`src/rtl/instr_sequencer_if.sv`:
```
// Program-load, control and processor-facing signals of the instruction sequencer.
// The master side loads and starts programs and drives the processor bus; the slave side is the sequencer.
interface instr_sequencer_if #(
  parameter int unsigned WIDTH  = 16,
  parameter int unsigned ADDR_W = 4
);
  logic              wr_en;
  logic [ADDR_W-1:0] wr_addr;
  logic [WIDTH-1:0]  wr_data;
  logic [ADDR_W:0]   prog_len;
  logic              start;
  logic [WIDTH-1:0]  bus;
  logic [WIDTH-1:0]  iin;
  logic [ADDR_W-1:0] pc;
  logic              busy;
  logic              done;
  logic [WIDTH-1:0]  result;
  logic              result_valid;

  modport master (
    output wr_en, wr_addr, wr_data, prog_len, start, bus,
    input  iin, pc, busy, done, result, result_valid
  );

  modport slave (
    input  wr_en, wr_addr, wr_data, prog_len, start, bus,
    output iin, pc, busy, done, result, result_valid
  );
endinterface

```
`src/rtl/instr_sequencer.sv`:
```
// Steps a loaded program onto the processor's iin, one instruction per fixed slot,
// capturing the processor bus at the end of each slot and flagging completion.
module instr_sequencer #(
  parameter int unsigned      WIDTH       = 16,
  parameter int unsigned      DEPTH       = 16,
  parameter int unsigned      ADDR_W      = 4,
  parameter int unsigned      SLOT_CYCLES = 4,
  parameter logic [WIDTH-1:0] IDLE_WORD   = '0
) (
  input logic         clock,
  input logic         resetn,
  instr_sequencer_if.slave sif
);

  localparam int unsigned CNT_W = (SLOT_CYCLES > 1) ? $clog2(SLOT_CYCLES) : 1;
  localparam int unsigned LEN_W = ADDR_W + 1;

  typedef enum logic [1:0] {IDLE, ISSUE, DONE} state_t;

  state_t            state, state_d;
  logic [WIDTH-1:0]  mem [DEPTH];
  logic [LEN_W-1:0]  len, len_d;
  logic [CNT_W-1:0]  cnt, cnt_d;
  logic [ADDR_W-1:0] pc, pc_d;
  logic [WIDTH-1:0]  iin, iin_d;
  logic [WIDTH-1:0]  result, result_d;
  logic              busy, busy_d;
  logic              done, done_d;
  logic              result_valid, result_valid_d;

  logic [LEN_W-1:0]  len_clamped;
  logic [ADDR_W-1:0] pc_next;
  logic              slot_end;
  logic              last;

  assign len_clamped = (sif.prog_len > LEN_W'(DEPTH)) ? LEN_W'(DEPTH) : sif.prog_len;
  assign pc_next     = pc + ADDR_W'(1);
  assign slot_end    = (cnt == CNT_W'(SLOT_CYCLES - 1));
  assign last        = (LEN_W'(pc) == (len - LEN_W'(1)));

  // Program memory is deliberately left out of reset so a reset keeps the loaded program.
  always_ff @(posedge clock) begin
    if (sif.wr_en && (state == IDLE)) begin
      mem[sif.wr_addr] <= sif.wr_data;
    end
  end

  always_ff @(posedge clock or negedge resetn) begin
    if (!resetn) begin
      state        <= IDLE;
      len          <= '0;
      cnt          <= '0;
      pc           <= '0;
      iin          <= IDLE_WORD;
      result       <= '0;
      busy         <= 1'b0;
      done         <= 1'b0;
      result_valid <= 1'b0;
    end else begin
      state        <= state_d;
      len          <= len_d;
      cnt          <= cnt_d;
      pc           <= pc_d;
      iin          <= iin_d;
      result       <= result_d;
      busy         <= busy_d;
      done         <= done_d;
      result_valid <= result_valid_d;
    end
  end

  // Next-state and next-output values; outputs are computed one edge early so they stay registered.
  always_comb begin
    state_d        = state;
    len_d          = len;
    cnt_d          = cnt;
    pc_d           = pc;
    iin_d          = iin;
    result_d       = result;
    busy_d         = busy;
    done_d         = 1'b0;
    result_valid_d = 1'b0;

    case (state)
      IDLE: begin
        busy_d = 1'b0;
        iin_d  = IDLE_WORD;
        if (sif.start) begin
          len_d = len_clamped;
          if (len_clamped == '0) begin
            state_d = DONE;
            done_d  = 1'b1;
          end else begin
            state_d = ISSUE;
            busy_d  = 1'b1;
            pc_d    = '0;
            iin_d   = mem[0];
            cnt_d   = '0;
          end
        end
      end

      ISSUE: begin
        cnt_d = cnt + CNT_W'(1);
        if (slot_end) begin
          result_d       = sif.bus;
          result_valid_d = 1'b1;
          cnt_d          = '0;
          if (last) begin
            state_d = DONE;
            done_d  = 1'b1;
            busy_d  = 1'b0;
            iin_d   = IDLE_WORD;
          end else begin
            pc_d  = pc_next;
            iin_d = mem[pc_next];
          end
        end
      end

      DONE: begin
        state_d = IDLE;
        busy_d  = 1'b0;
        iin_d   = IDLE_WORD;
      end

      default: begin
        state_d = IDLE;
        busy_d  = 1'b0;
        iin_d   = IDLE_WORD;
      end
    endcase
  end

  assign sif.iin          = iin;
  assign sif.pc           = pc;
  assign sif.busy         = busy;
  assign sif.done         = done;
  assign sif.result       = result;
  assign sif.result_valid = result_valid;

endmodule
```
`src/flat_wrapper.sv`:
```
// flat-port wrapper written by rule: the top's interface ports become plain ports
module instr_sequencer_flat 
#(
  parameter int unsigned      WIDTH       = 16,
  parameter int unsigned      DEPTH       = 16,
  parameter int unsigned      ADDR_W      = 4,
  parameter int unsigned      SLOT_CYCLES = 4,
  parameter logic [WIDTH-1:0] IDLE_WORD   = '0
)
  (clock, resetn, sif_wr_en, sif_wr_addr, sif_wr_data, sif_prog_len, sif_start, sif_bus, sif_iin, sif_pc, sif_busy, sif_done, sif_result, sif_result_valid);
  instr_sequencer_if #(.WIDTH(WIDTH), .ADDR_W(ADDR_W)) sif_i ();
  input logic clock;
  input logic resetn;
  input wire logic [$bits(sif_i.wr_en)-1:0] sif_wr_en;
  input wire logic [$bits(sif_i.wr_addr)-1:0] sif_wr_addr;
  input wire logic [$bits(sif_i.wr_data)-1:0] sif_wr_data;
  input wire logic [$bits(sif_i.prog_len)-1:0] sif_prog_len;
  input wire logic [$bits(sif_i.start)-1:0] sif_start;
  input wire logic [$bits(sif_i.bus)-1:0] sif_bus;
  output wire logic [$bits(sif_i.iin)-1:0] sif_iin;
  output wire logic [$bits(sif_i.pc)-1:0] sif_pc;
  output wire logic [$bits(sif_i.busy)-1:0] sif_busy;
  output wire logic [$bits(sif_i.done)-1:0] sif_done;
  output wire logic [$bits(sif_i.result)-1:0] sif_result;
  output wire logic [$bits(sif_i.result_valid)-1:0] sif_result_valid;
  assign sif_i.wr_en = sif_wr_en;
  assign sif_i.wr_addr = sif_wr_addr;
  assign sif_i.wr_data = sif_wr_data;
  assign sif_i.prog_len = sif_prog_len;
  assign sif_i.start = sif_start;
  assign sif_i.bus = sif_bus;
  assign sif_iin = sif_i.iin;
  assign sif_pc = sif_i.pc;
  assign sif_busy = sif_i.busy;
  assign sif_done = sif_i.done;
  assign sif_result = sif_i.result;
  assign sif_result_valid = sif_i.result_valid;
  instr_sequencer #(.WIDTH(WIDTH), .DEPTH(DEPTH), .ADDR_W(ADDR_W), .SLOT_CYCLES(SLOT_CYCLES), .IDLE_WORD(IDLE_WORD)) u_core (.clock(clock), .resetn(resetn), .sif(sif_i));
endmodule
```
`config.mk`:
```
export PLATFORM = sky130hd
export DESIGN_NAME = instr_sequencer_flat
export DESIGN_NICKNAME = d
export VERILOG_FILES = /design/src/rtl/instr_sequencer_if.sv /design/src/rtl/instr_sequencer.sv /design/src/flat_wrapper.sv
export SDC_FILE = /design/constraint.sdc
export NUM_CORES = 1
export LEC_CHECK = 0
export ABC_AREA = 1
export ABC_CLOCK_PERIOD_IN_PS = 5800
export BUFFER_PORTS_ARGS = -buffer_cell sky130_fd_sc_hd__buf_2
export CAP_MARGIN = 20
export CELL_PAD_IN_SITES_DETAIL_PLACEMENT = 0
export CELL_PAD_IN_SITES_GLOBAL_PLACEMENT = 1
export CORE_MARGIN = 4
export CORE_UTILIZATION = 54
export CTS_BUF_LIST = sky130_fd_sc_hd__clkbuf_4
export CTS_CLUSTER_DIAMETER = 50
export DETAILED_ROUTE_END_ITERATION = 8
export PLACE_DENSITY_LB_ADDON = 0.25
export SYNTH_ARGS = -nofsm -noshare
export SYNTH_HDL_FRONTEND = slang
export SYNTH_SLANG_ARGS = --single-unit
export TNS_END_PERCENT = 5
```
`constraint.sdc`:
```
create_clock -name clock -period 5.8 [get_ports clock]
set_input_delay 1.74 -clock clock [delete_from_list [all_inputs] [get_ports clock]]
set_output_delay 1.74 -clock clock [all_outputs]
set_load 0.02 [all_outputs]
```
==> results_dict.tcl <==
set metrics [dict create \
    clock-root-buffer "clkbuf_4" \
    grt_pass1_wl_um 49600 \
    holdCritStartpoint "u_core.sif.result[2]" \
    yosysTopAreaCellShare_pct 61.3 \
    crit_path_end_kind "output port" \
    netlist_area_um2 12500 \
    synth_top_family_by_area "simple AND/OR/NAND/NOR gates" \
    finalCriticalPeriod_ns 3.38 \
    synth_edf_count 256 \
    slew_headroom_pct 27.8 \
    area_delta_synth_final_pct 13.2 \
    syn_nets 1175 \
    worstSetupStartpointType "register" \
    core_um2 22800 \
    outcome "finished clean" \
    ioPinCount 84 \
    hpwl_um 19100 \
    grt_pass1_vias 8563 \
    drc_errors 0 \
    cts.sinks 304 \
    timing.rr.start "u_core.sif.pc[0]" \
    yosysMostFrequentCell "nand2_1" \
    clk_pin_slew_ns 0.06 \
    rsz0062_at_grt "false" \
    synth-seq-cells 304 \
    synth_compound_area_share_pct 0.987 \
    ys_async_sr_fraction_pct 15.8 \
    cts_tree "done" \
    place_congestion 0.837 \
    drv_slew 0 \
    htree_levels 3 \
    synthTopCellsByArea "edfxtp_1 61%, nand2_1 12%, dfrtp_1 9.6%, nand3_1 9.1%, buf_2 1.5%" \
    slowest_delay_ns 0.71 \
    drt_iter0_drc 993 \
    viasPerCell 5.53 \
    rows 55 \
    r2r-end "u_core.sif.iin[4]" \
    leakagePower_nw 5.74 \
    vias 8962 \
    synth_area_leader_cell "edfxtp_1" \
    finalSetupViolCount 0 \
    start_util_pct 55.1 \
    dpl_cell_area_um2 13200 \
    max_freq_ghz 0.296 \
    portBuffers 83 \
    drive_above_1_share_pct 19.5 \
    layout.nets 1306 \
    drt-pass1-iter-count 6 \
    holdPathStages 2 \
    cp.required_ns 4.06 \
    ir_worst_vdd_v 0.000406 \
    crit_buf_inv 1 \
    clk_latency_ns 0.69 \
    yosys_warnings 0 \
    synth_simple_gate_area_share_pct 24.1 \
    worst_slew_pin_slew_ns 1.08 \
    setup_slack_ns 2.42 \
    syn_inst 1127 \
    antenna_found_initial 1 \
    synth_mux_area_share_pct 0 \
    arrival_ns 1.64 \
    ant_nets 0 \
    cts_setup_buffers 0 \
    dieArea_um2 25700 \
    fp.dieW_um 160 \
    hold_viol 0 \
    die_h_um 160 \
    yosysSeqAreaShare_pct 70.8 \
    fin_area_um2 14200 \
    synthFlopType "edfxtp_1" \
    fin_crit_sh_pct 58.3 \
    track_usage_pct 25.1 \
    critPathSlowestCell "dfrtp_4" \
    cap_violations 0 \
    grt_start_max_net_pins 94 \
    synthDistinctLibCells 28 \
    cts_buffer_depth 3 \
    wl_per_cell_um 19.8 \
    pre_cts_ws_ns 2.24 \
    syn_area_per_cell_um2 11.1 \
    routed_wl_um 32100 \
    r2r_cells 10 \
    synth_common_cells "413 x nand2_1, 256 x edfxtp_1, 228 x nand3_1" \
    cp_top_family "flip-flops" \
    synthXorXnorAreaFrac_pct 0.399 \
    crit_type "register to output port" \
    hold_path.class "register to register" \
    clock_skew_ns 0.0314 \
    overflow 0 \
    hold_buffers 0 \
    cp_cell_sequence "buf_2" \
    crit_path_max_fanout 43 \
    synthAdderAreaFrac_pct 0.299 \
    post_cts_resized 0 \
    r2r_slack_ns 2.66 \
    p_per_area_nw_per_um2 528 \
    holdPathEnd "u_core.sif.result[2]" \
    timing.setup.tns_ns 0 \
    cts_made_buffers 80 \
]
[worst reg2reg max path, stage by stage (launching register included)]
cell     delay, ns
dfrtp_4       0.71
ha_2          0.38
inv_2         0.69
buf_4         0.45
nand3_1       0.12
nand3_1       0.09
nand3_1       0.17
nand4_1       0.17
nand2_1       0.10
nand2_1       0.09
nand2_1       0.05
[worst max path at each step]
stage                startpoint                 to  slack, ns  cells past startpoint
2_1_floorplan         sif_wr_en  u_core.mem[10][0]       2.60                      4
3_3_place_gp          sif_wr_en  u_core.mem[13][4]       2.02                      5
3_5_place_dp          sif_wr_en  u_core.mem[13][4]       2.24                      6
4_1_cts        u_core.sif.pc[0]          sif_pc[0]       2.34                      1
5_1_grt        u_core.sif.pc[0]          sif_pc[0]       2.31                      1
6_report       u_core.sif.pc[0]          sif_pc[0]       2.42                      1
[power by group]
| part | internal [mW] | total (mW) | switching (mW) | leakage [nW] |
|---|---|---|---|---|
| Clock | 0.904 | 1.73 | 0.828 | 0.570 |
| Sequential | 2.54 | 2.67 | 0.130 | 2.89 |
| Combinational | 0.893 | 3.10 | 2.21 | 2.28 |
[kinds of logic (layout without fill, tap and decap cells)]
family / count (synthesis) / count (layout)
AOI/OAI and AO/OA: 23 / 23
xor gates and xnor gates: 4 / 4
adders and majority gates: 3 / 3
buffers and inverters: 88 / 269
DFF: 304 / 304
other: 0 / 1
and+or+nand+nor: 705 / 705
[layout by cell type (no fill, tap or decap), drive strengths merged]
cell	instances
nor3	1
inv	32
clkbuf	115
clkinvlp	1
dfrtp	48
nand3	229
ha	3
xnor2	1
buf	107
clkinv	14
nand2	416
edfxtp	256
o21ai	17
diode	1
a21oi	2
nand4	15
o22ai	4
xor2	3
nor2	44
[state kept, by name (all words and copies together), names as in the netlist]
name and flops:
u_core.len 5, u_core.sif.iin 16, u_core.mem 256, u_core.sif.done 1
u_core.sif.pc 4, u_core.cnt 2, u_core.sif.busy 1, u_core.sif.result_valid 1
u_core.sif.result 16, u_core.state 2
[metrics by stage]
| step | power [mW] | instances | hold slack [ns] | util (%) |
|---|---|---|---|---|
| floorplan | 4.86 | 1127 | 0.466 | - |
| global placement | 5.75 | 1485 | 0.449 | 57.9 |
| detailed placement | 5.78 | 1487 | 0.453 | 58.0 |
| CTS | 7.52 | 1619 | 0.468 | 62.2 |
| global route | 8.01 | 1622 | 0.485 | 62.3 |
| finish | 7.50 | 1622 | 0.466 | 62.3 |
[area by class of cell]
| class | instances | area, µm² |
|---|---|---|
| sequential | 304 | 8890 |
| fill | 1896 | 8580 |
| multi-input combinational | 735 | 3230 |
| clock buffer | 115 | 863 |
| timing repair buffer | 107 | 628 |
| tap | 313 | 392 |
| inverter | 30 | 114 |
| clock inverter | 17 | 75.1 |
| antenna | 1 | 2.50 |
[layer usage]
layer	share of wire (%)	wire, µm	track usage [%]
met5	0	0	0
met4	2.2	707	8.92
met3	9.2	2960	4.70
met2	46	14700	37.5
met1	43	13800	37.2
(Power assumes the default switching activity.)
